<file path="src/rtl/d_pipe_pkg.sv">
// Shared defaults and helpers for the d_pipe register pipeline.
package d_pipe_pkg;

  localparam int DEFAULT_WIDTH = 8;
  localparam int DEFAULT_DEPTH = 3;

  // Occupancy must be able to represent 0..depth inclusive.
  function automatic int cnt_width(input int depth);
    return $clog2(depth + 1);
  endfunction

endpackage

</file>
<file path="src/rtl/d_pipe_stage.sv">
// One valid/ready register stage: holds its slot while stalled, otherwise loads
// from upstream and clears when an empty slot arrives.
module d_pipe_stage
  import d_pipe_pkg::*;
#(
  parameter int WIDTH = DEFAULT_WIDTH
) (
  input  logic             clk,
  input  logic             reset_n,
  input  logic             flush,
  input  logic             up_valid,
  input  logic [WIDTH-1:0] up_data,
  input  logic             dn_ready,
  output logic             valid,
  output logic [WIDTH-1:0] data,
  output logic             ready
);

  // An empty stage always accepts, which is what squeezes bubbles out.
  assign ready = ~valid | dn_ready;

  always_ff @(posedge clk or negedge reset_n) begin
    if (!reset_n) begin
      valid <= 1'b0;
      data  <= '0;
    end else if (flush) begin
      valid <= 1'b0;
    end else if (ready) begin
      valid <= up_valid;
      if (up_valid) begin
        data <= up_data;
      end
    end
  end

endmodule

</file>
<file path="src/rtl/d_pipe_asyn_rstn.sv">
// DEPTH-stage valid/ready D-register pipeline with bubble collapse, flush and
// a registered occupancy count.
module d_pipe_asyn_rstn
  import d_pipe_pkg::*;
#(
  parameter int WIDTH = DEFAULT_WIDTH,
  parameter int DEPTH = DEFAULT_DEPTH,
  parameter int CNT_W = cnt_width(DEPTH)
) (
  input  logic             clk,
  input  logic             reset_n,
  input  logic             flush,
  input  logic             in_valid,
  output logic             in_ready,
  input  logic [WIDTH-1:0] in_data,
  output logic             out_valid,
  input  logic             out_ready,
  output logic [WIDTH-1:0] out_data,
  output logic [CNT_W-1:0] occupancy
);

  logic accept;
  logic emit;

  // Each block owns its own wires so the backward ready chain stays per-stage.
  for (genvar i = 0; i < DEPTH; i++) begin : g_stage
    logic             valid;
    logic             ready;
    logic [WIDTH-1:0] data;
    logic             up_valid;
    logic [WIDTH-1:0] up_data;
    logic             dn_ready;

    if (i == 0) begin : g_head
      assign up_valid = in_valid;
      assign up_data  = in_data;
    end else begin : g_body
      assign up_valid = g_stage[i-1].valid;
      assign up_data  = g_stage[i-1].data;
    end

    if (i == DEPTH - 1) begin : g_tail
      assign dn_ready = out_ready;
    end else begin : g_link
      assign dn_ready = g_stage[i+1].ready;
    end

    d_pipe_stage #(
      .WIDTH(WIDTH)
    ) u_stage (
      .clk     (clk),
      .reset_n (reset_n),
      .flush   (flush),
      .up_valid(up_valid),
      .up_data (up_data),
      .dn_ready(dn_ready),
      .valid   (valid),
      .data    (data),
      .ready   (ready)
    );
  end

  assign in_ready  = g_stage[0].ready & ~flush & reset_n;
  assign out_valid = g_stage[DEPTH-1].valid;
  assign out_data  = g_stage[DEPTH-1].data;

  assign accept = in_valid & in_ready;
  assign emit   = out_valid & out_ready;

  always_ff @(posedge clk or negedge reset_n) begin
    if (!reset_n) begin
      occupancy <= '0;
    end else if (flush) begin
      occupancy <= '0;
    end else begin
      occupancy <= occupancy + CNT_W'(accept) - CNT_W'(emit);
    end
  end

endmodule

</file>
<file path="config.mk">
export PLATFORM = sky130hd
export DESIGN_NAME = d_pipe_asyn_rstn
export DESIGN_NICKNAME = d
export VERILOG_FILES = /design/src/rtl/d_pipe_pkg.sv /design/src/rtl/d_pipe_stage.sv /design/src/rtl/d_pipe_asyn_rstn.sv
export SDC_FILE = /design/constraint.sdc
export NUM_CORES = 1
export LEC_CHECK = 0
export BUFFER_PORTS_ARGS = -buffer_cell sky130_fd_sc_hd__buf_2
export CORE_ASPECT_RATIO = 0.8
export CORE_MARGIN = 4
export CORE_UTILIZATION = 52
export DETAILED_ROUTE_END_ITERATION = 7
export HOLD_SLACK_MARGIN = 0.05
export PLACE_DENSITY = 0.76
export SLEW_MARGIN = 20
export SYNTH_ARGS = -nofsm -noshare
export SYNTH_HDL_FRONTEND = slang
export SYNTH_SLANG_ARGS = --single-unit
export TNS_END_PERCENT = 100
</file>
<file path="constraint.sdc">
create_clock -name clk -period 2.31 [get_ports clk]
set_clock_uncertainty 0.2 [all_clocks]
set_input_delay 0.231 -clock clk [delete_from_list [all_inputs] [get_ports clk]]
set_output_delay 0.231 -clock clk [all_outputs]
set_load 0.05 [all_outputs]
</file>
Word-level counts from Yosys, hierarchy flattened
Cells that the tools add are included.
{"block": "totals", "regBits": 29, "in_bits": 13, "output_inout_bits": 12, "wordCells": 33}
{"block": "op_classes", "add_sub_neg": 2, "n_mux": 7, "n_bitwise": 11, "reduce_logical": 6}
{"cell": "AND reduction 3 bit", "count": 3}
{"cell": "2-to-1 mux 1 bit", "count": 6}
{"cell": "nonzero test 2 bit", "count": 3}
{"cell": "bitwise AND 1 bit", "count": 4}
{"cell": "NOT 1 bit", "count": 4}
{"cell": "OR 1 bit", "count": 3}
{"cell": "adder 2 x 1 -> 2 bit", "count": 1}
{"cell": "2-to-1 mux 2 bit", "count": 1}
{"cell": "subtractor 2 x 1 -> 2 bit", "count": 1}

Longest topological paths before layout
{"block": "logic_depth", "ltp_word": 10, "depth_mapped": 8, "depth_no_buf": 8}

Modules after synthesis
A second synthesis with hierarchy kept.
{"block": "hier_totals", "hier_cells": 77, "area_unflattened_um2": 1207.4}
{"module": "d_pipe_stage", "instances": 3, "cells_per_inst": 22, "area_per_inst_um2": 359.1, "seq_area_each_um2": 225.2}
{"module": "d_pipe_asyn_rstn", "instances": 1, "cells_per_inst": 11, "area_per_inst_um2": 130.1, "seq_area_each_um2": 50.0}

Worst setup path after synthesis
No wires, ideal clock.
{"block": "synth_timing", "path_kind": "register to register", "startpoint": "register g_stage[2].u_stage.valid", "endpoint": "register occupancy[0]", "setup_time_ns": 0.123, "arrival_ns": 1.706, "required_ns": 1.987, "path_slack_ns": 0.282, "path_stages_with_launch": 8, "path_buffers": 0, "synth_period_minus_slack_ns": 2.028, "path_cell_list": "dfrtp_1 -> nand4b_1 -> nor2b_1 -> nand3_1 -> ha_1 -> inv_1 -> ha_1 -> nor2b_1"}
{"block": "synth_via", "elab_chain_cells": 10, "elab_cells_between_ends": 11, "classes_between": "2 x add/sub; 1 x mux; 8 x bitwise"}
{"element": "start, declared", "line": "d_pipe_stage.sv:14", "text": "output logic valid,"}
{"element": "start signal, assigned", "line": "d_pipe_stage.sv:29", "text": "valid <= up_valid;"}
{"element": "NOT 1 bit", "line": "d_pipe_stage.sv:20", "text": "assign ready = ~valid | dn_ready;"}
{"element": "OR 1 bit (3 in series)", "line": "d_pipe_stage.sv:20"}
{"element": "bitwise AND 1 bit (2 in series)", "line": "d_pipe_asyn_rstn.sv:63", "text": "assign in_ready = g_stage[0].ready & ~flush & reset_n;"}
{"element": "bitwise AND 1 bit", "line": "d_pipe_asyn_rstn.sv:67", "text": "assign accept = in_valid & in_ready;"}
{"element": "adder 2 x 1 -> 2 bit", "line": "d_pipe_asyn_rstn.sv:76", "text": "occupancy <= occupancy + CNT_W'(accept) - CNT_W'(emit);"}
{"element": "subtractor 2 x 1 -> 2 bit *", "line": "d_pipe_asyn_rstn.sv:76"}
{"element": "2-to-1 mux 2 bit *", "line": "d_pipe_asyn_rstn.sv:73", "text": "end else if (flush) begin"}
{"element": "end signal, assigned", "line": "d_pipe_asyn_rstn.sv:76"}
{"element": "end, declared", "line": "d_pipe_asyn_rstn.sv:19", "text": "output logic [CNT_W-1:0] occupancy"}
Mark *: on every way between the ends. The rest lies on a longest branch, timed or not.
A chain may end at the register's enable or synchronous reset.

Worst setup path in the final report
{"block": "layout_timing", "startpoint": "input port flush", "endpoint": "register occupancy[1]"}
{"block": "layout_via", "elab_chain_cells": 7}
{"element": "start, declared", "line": "d_pipe_asyn_rstn.sv:12", "text": "input logic flush,"}
{"element": "NOT 1 bit (no source line)"}
{"element": "bitwise AND 1 bit (2 in series)", "line": "d_pipe_asyn_rstn.sv:63"}
{"element": "bitwise AND 1 bit", "line": "d_pipe_asyn_rstn.sv:67"}
{"element": "adder 2 x 1 -> 2 bit", "line": "d_pipe_asyn_rstn.sv:76"}
{"element": "subtractor 2 x 1 -> 2 bit", "line": "d_pipe_asyn_rstn.sv:76"}
{"element": "2-to-1 mux 2 bit *", "line": "d_pipe_asyn_rstn.sv:73"}
Marks and branches as above.

==> run metrics <==
synth warn 0; DRC 0; cells along the critical path dlygate4sd3_1, buf_2, nor2b_1, nand3_1, ha_1, inv_1, ha_1, xnor2_1, nor2_1; post-synth cell types 20; initial antenna violation count 0; Min Hold Slack 0.09154 ns; compound-cell area share of the yosys netlist 0.01546; max-slew violations 0; Chip Width 62.02 um; largest delay contributor family on the critical path buffers and inverters; Gate Count Post-Synth 78; cell taking the most area after synthesis dfrtp_1; Worst-Skew Late Latency 0.31 ns; worst vdd ir 0.8029 mV; Post-Syn Area per Cell 15.56 um2; I/O pin cnt 25; FF-to-FF Start g_stage[1].u_stage.valid; vias 736; multi-input combinational cell area 460.4 um2; clock-pin transition on the worst setup and hold timing paths 0.09 ns; Pwr Density 968.7 nW/um2; die footprint 3176 um2; pin count of the biggest net entering global routing 19; Critical-path top delay cell dlygate4sd3_1; worst r2r path cells 8; Worst Tran Pin Value 0.5063 ns; Filler Cells Inserted 159; Root Buffer clkbuf_4; final setup fails 0; main combinational cell family by area after synthesis multiplexers; Core ar. 2196 um2; first-pass GRT wire length 3636 um; Buffers on Ports 24; hold depth 4; CTS Sinks 29; FP Rows 15; number of global-route vias before repair 797; sequential area share after synthesis 0.5979; reg2reg setup slack 0.40 ns; post-route ant nets 0; Max Cap Viol 0; cell area after synthesis 1214 um2; 1st-pass router iterations 3; routability cong. 0.7122; worst reg2reg path endpoint occupancy[1]; CP max FO 9; Hold Vio Cnt, Final 0; min cycle time layout 1.932 ns; Total Routed Length 2182 um; worst hold path class input pin to flip-flop; Relative slew margins 0.6625; Antenna Cells 0; CTS tree yes; share of cells above drive strength 1 0.4793; Leak 0.7618 nW; CTS H-tree lvls 2; Final HPWL DP 1530 um; min-delay src out_ready; Wirelength per Cell 14.95 um; total CTS buffers 5; worst slack, placed 0.3844 ns; crit end category flip-flop; post-synth net total 93; Max Fclk 517.6 MHz; Final Cycle Share 0.8364; data arrival time of the worst path 1.94 ns; drt via density 5.041; post-synth top area share 0.5979; DRT iter0 DRCs 1; Crit path largest cell delay 0.53 ns; fin nets 135; final setup TNS 0 ns; Post-Synth Simple-Gate Area 0.08144; startpoint types input pin; WHS Endpoint g_stage[2].u_stage.valid; setup slack after layout 0.3778 ns; run status finished, final reports clean; mux contribution to synthesized area 0.2474; WP buf/inv 3; FF/Latch Area 725.7 um2; CTS max path bufs 2; RSZ-0062 raised after global routing no; Req. time, crit path 2.32 ns; Layout area overhead 25.67%; xor and xnor area share after synthesis 0.01443; Die H 51.21 um; CP most frequent cell ha_1; Worst path depth 9; total congestion overflow 0; CP startpoint flush; gr usage total 0.1632; FF+latch count, synth 29; main area contributors after synthesis dfrtp_1, mux2_2, mux2_4; critical path class input pin to flip-flop; adder-cell area share of the yosys netlist 0.02062; Initial Util 0.5527
## power by group
part / switching, mW / leakage (nW) / internal [mW] / total [mW]
registers: 0.0646 / 0.354 / 0.631 / 0.695
logic: 0.316 / 0.381 / 0.186 / 0.503
clock network: 0.158 / 0.0265 / 0.121 / 0.279
total: 0.539 / 0.762 / 0.938 / 1.48
## per-stage QoR
| stage | utilization | cell area, um2 | power (mW) | instances |
|---|---|---|---|---|
| 6_report | 0.6946 | 1525 | 1.477 | 146 |
| 3_5_place_dp | 0.6177 | 1356 | 1.196 | 126 |
| 4_1_cts | 0.6946 | 1525 | 1.493 | 146 |
| 5_1_grt | 0.6946 | 1525 | 1.555 | 146 |
| 2_1_floorplan | - | 1214 | 1.072 | 78 |
| 3_3_place_gp | 0.6177 | 1356 | 1.175 | 126 |
## registers in the layout, summed over array words and instances (netlist names)
name / flops
occupancy: 2
g_stage.u_stage.data: 24
g_stage.u_stage.valid: 3
## final cells by class
type	instances	share of cell area
Clock buffer	8	0.03199
Inverter	3	0.007383
Multi-Input combinational cell	44	0.3019
Sequential cell	29	0.4758
Tap cell	25	0.02051
Timing Repair Buffer	37	0.1624
## placed cells by master (no fill, tap or decap)
cell	count
a21oi_1	2
nand3_1	1
xor2_1	1
buf_4	1
ha_1	2
a211o_1	1
and2_1	1
nor2_1	4
nor2b_4	1
and2_2	1
nor3b_4	1
xnor2_1	1
dlygate4sd3_1	12
clkbuf_1	3
clkbuf_4	5
nor2b_1	2
buf_2	24
mux2_4	8
inv_1	3
mux2_2	16
dfrtp_1	29
nand4b_1	1
nand3b_2	1
## worst max-delay path by stage
stage	to	slack [ns]
global route	occupancy[1]	0.25
global placement	occupancy[0]	0.48
CTS	occupancy[1]	0.37
finish	occupancy[1]	0.38
floorplan	occupancy[0]	0.28
detailed placement	occupancy[1]	0.38
## kinds of logic (layout without fill, tap and decap cells)
group / after synthesis / count (layout)
flip-flops: 29 / 29
multiplexers: 24 / 24
AND/OR/NAND/NOR: 13 / 13
buffers and inverters: 5 / 48
AO/OA/AOI/OAI: 3 / 3
adder cells (fa/ha/maj): 2 / 2
XOR/XNOR: 2 / 2
## worst register-to-register path, cell delays in order, from the launching register on
cell	delay, ns
dfrtp_1	0.42
nand4b_1	0.17
nor2b_1	0.18
nand3_1	0.09
ha_1	0.29
inv_1	0.04
ha_1	0.18
xnor2_1	0.18
nor2_1	0.06
## routing by layer
metal  wire [um]  GRT usage  up-vias
met2        1164     0.2828       16
li1            -          -      353
met5           0          0        -
met4          24    0.06360        0
met3          94    0.04545        4
met1         899     0.1852      363
## synthesized netlist by cell type
cell	n
ha_1	2
buf_2	1
and2_1	1
nand4b_1	1
nor2_1	4
nand3b_2	1
and2_2	1
a21oi_1	2
nor3b_4	1
nor2b_4	1
xor2_1	1
xnor2_1	1
nor2b_1	2
nand3_1	1
inv_1	3
mux2_2	16
buf_6	1
dfrtp_1	29
a211o_1	1
mux2_4	8
## what timing repair did
| action | in CTS | in global routing |
|---|---|---|
| buffers inserted | 0 | 0 |
| hold endpoints to repair | 42 | 0 |
| gates resized for setup | 0 | 0 |
| hold buffers | 12 | 0 |
Power figures use the tool's default switching activity.
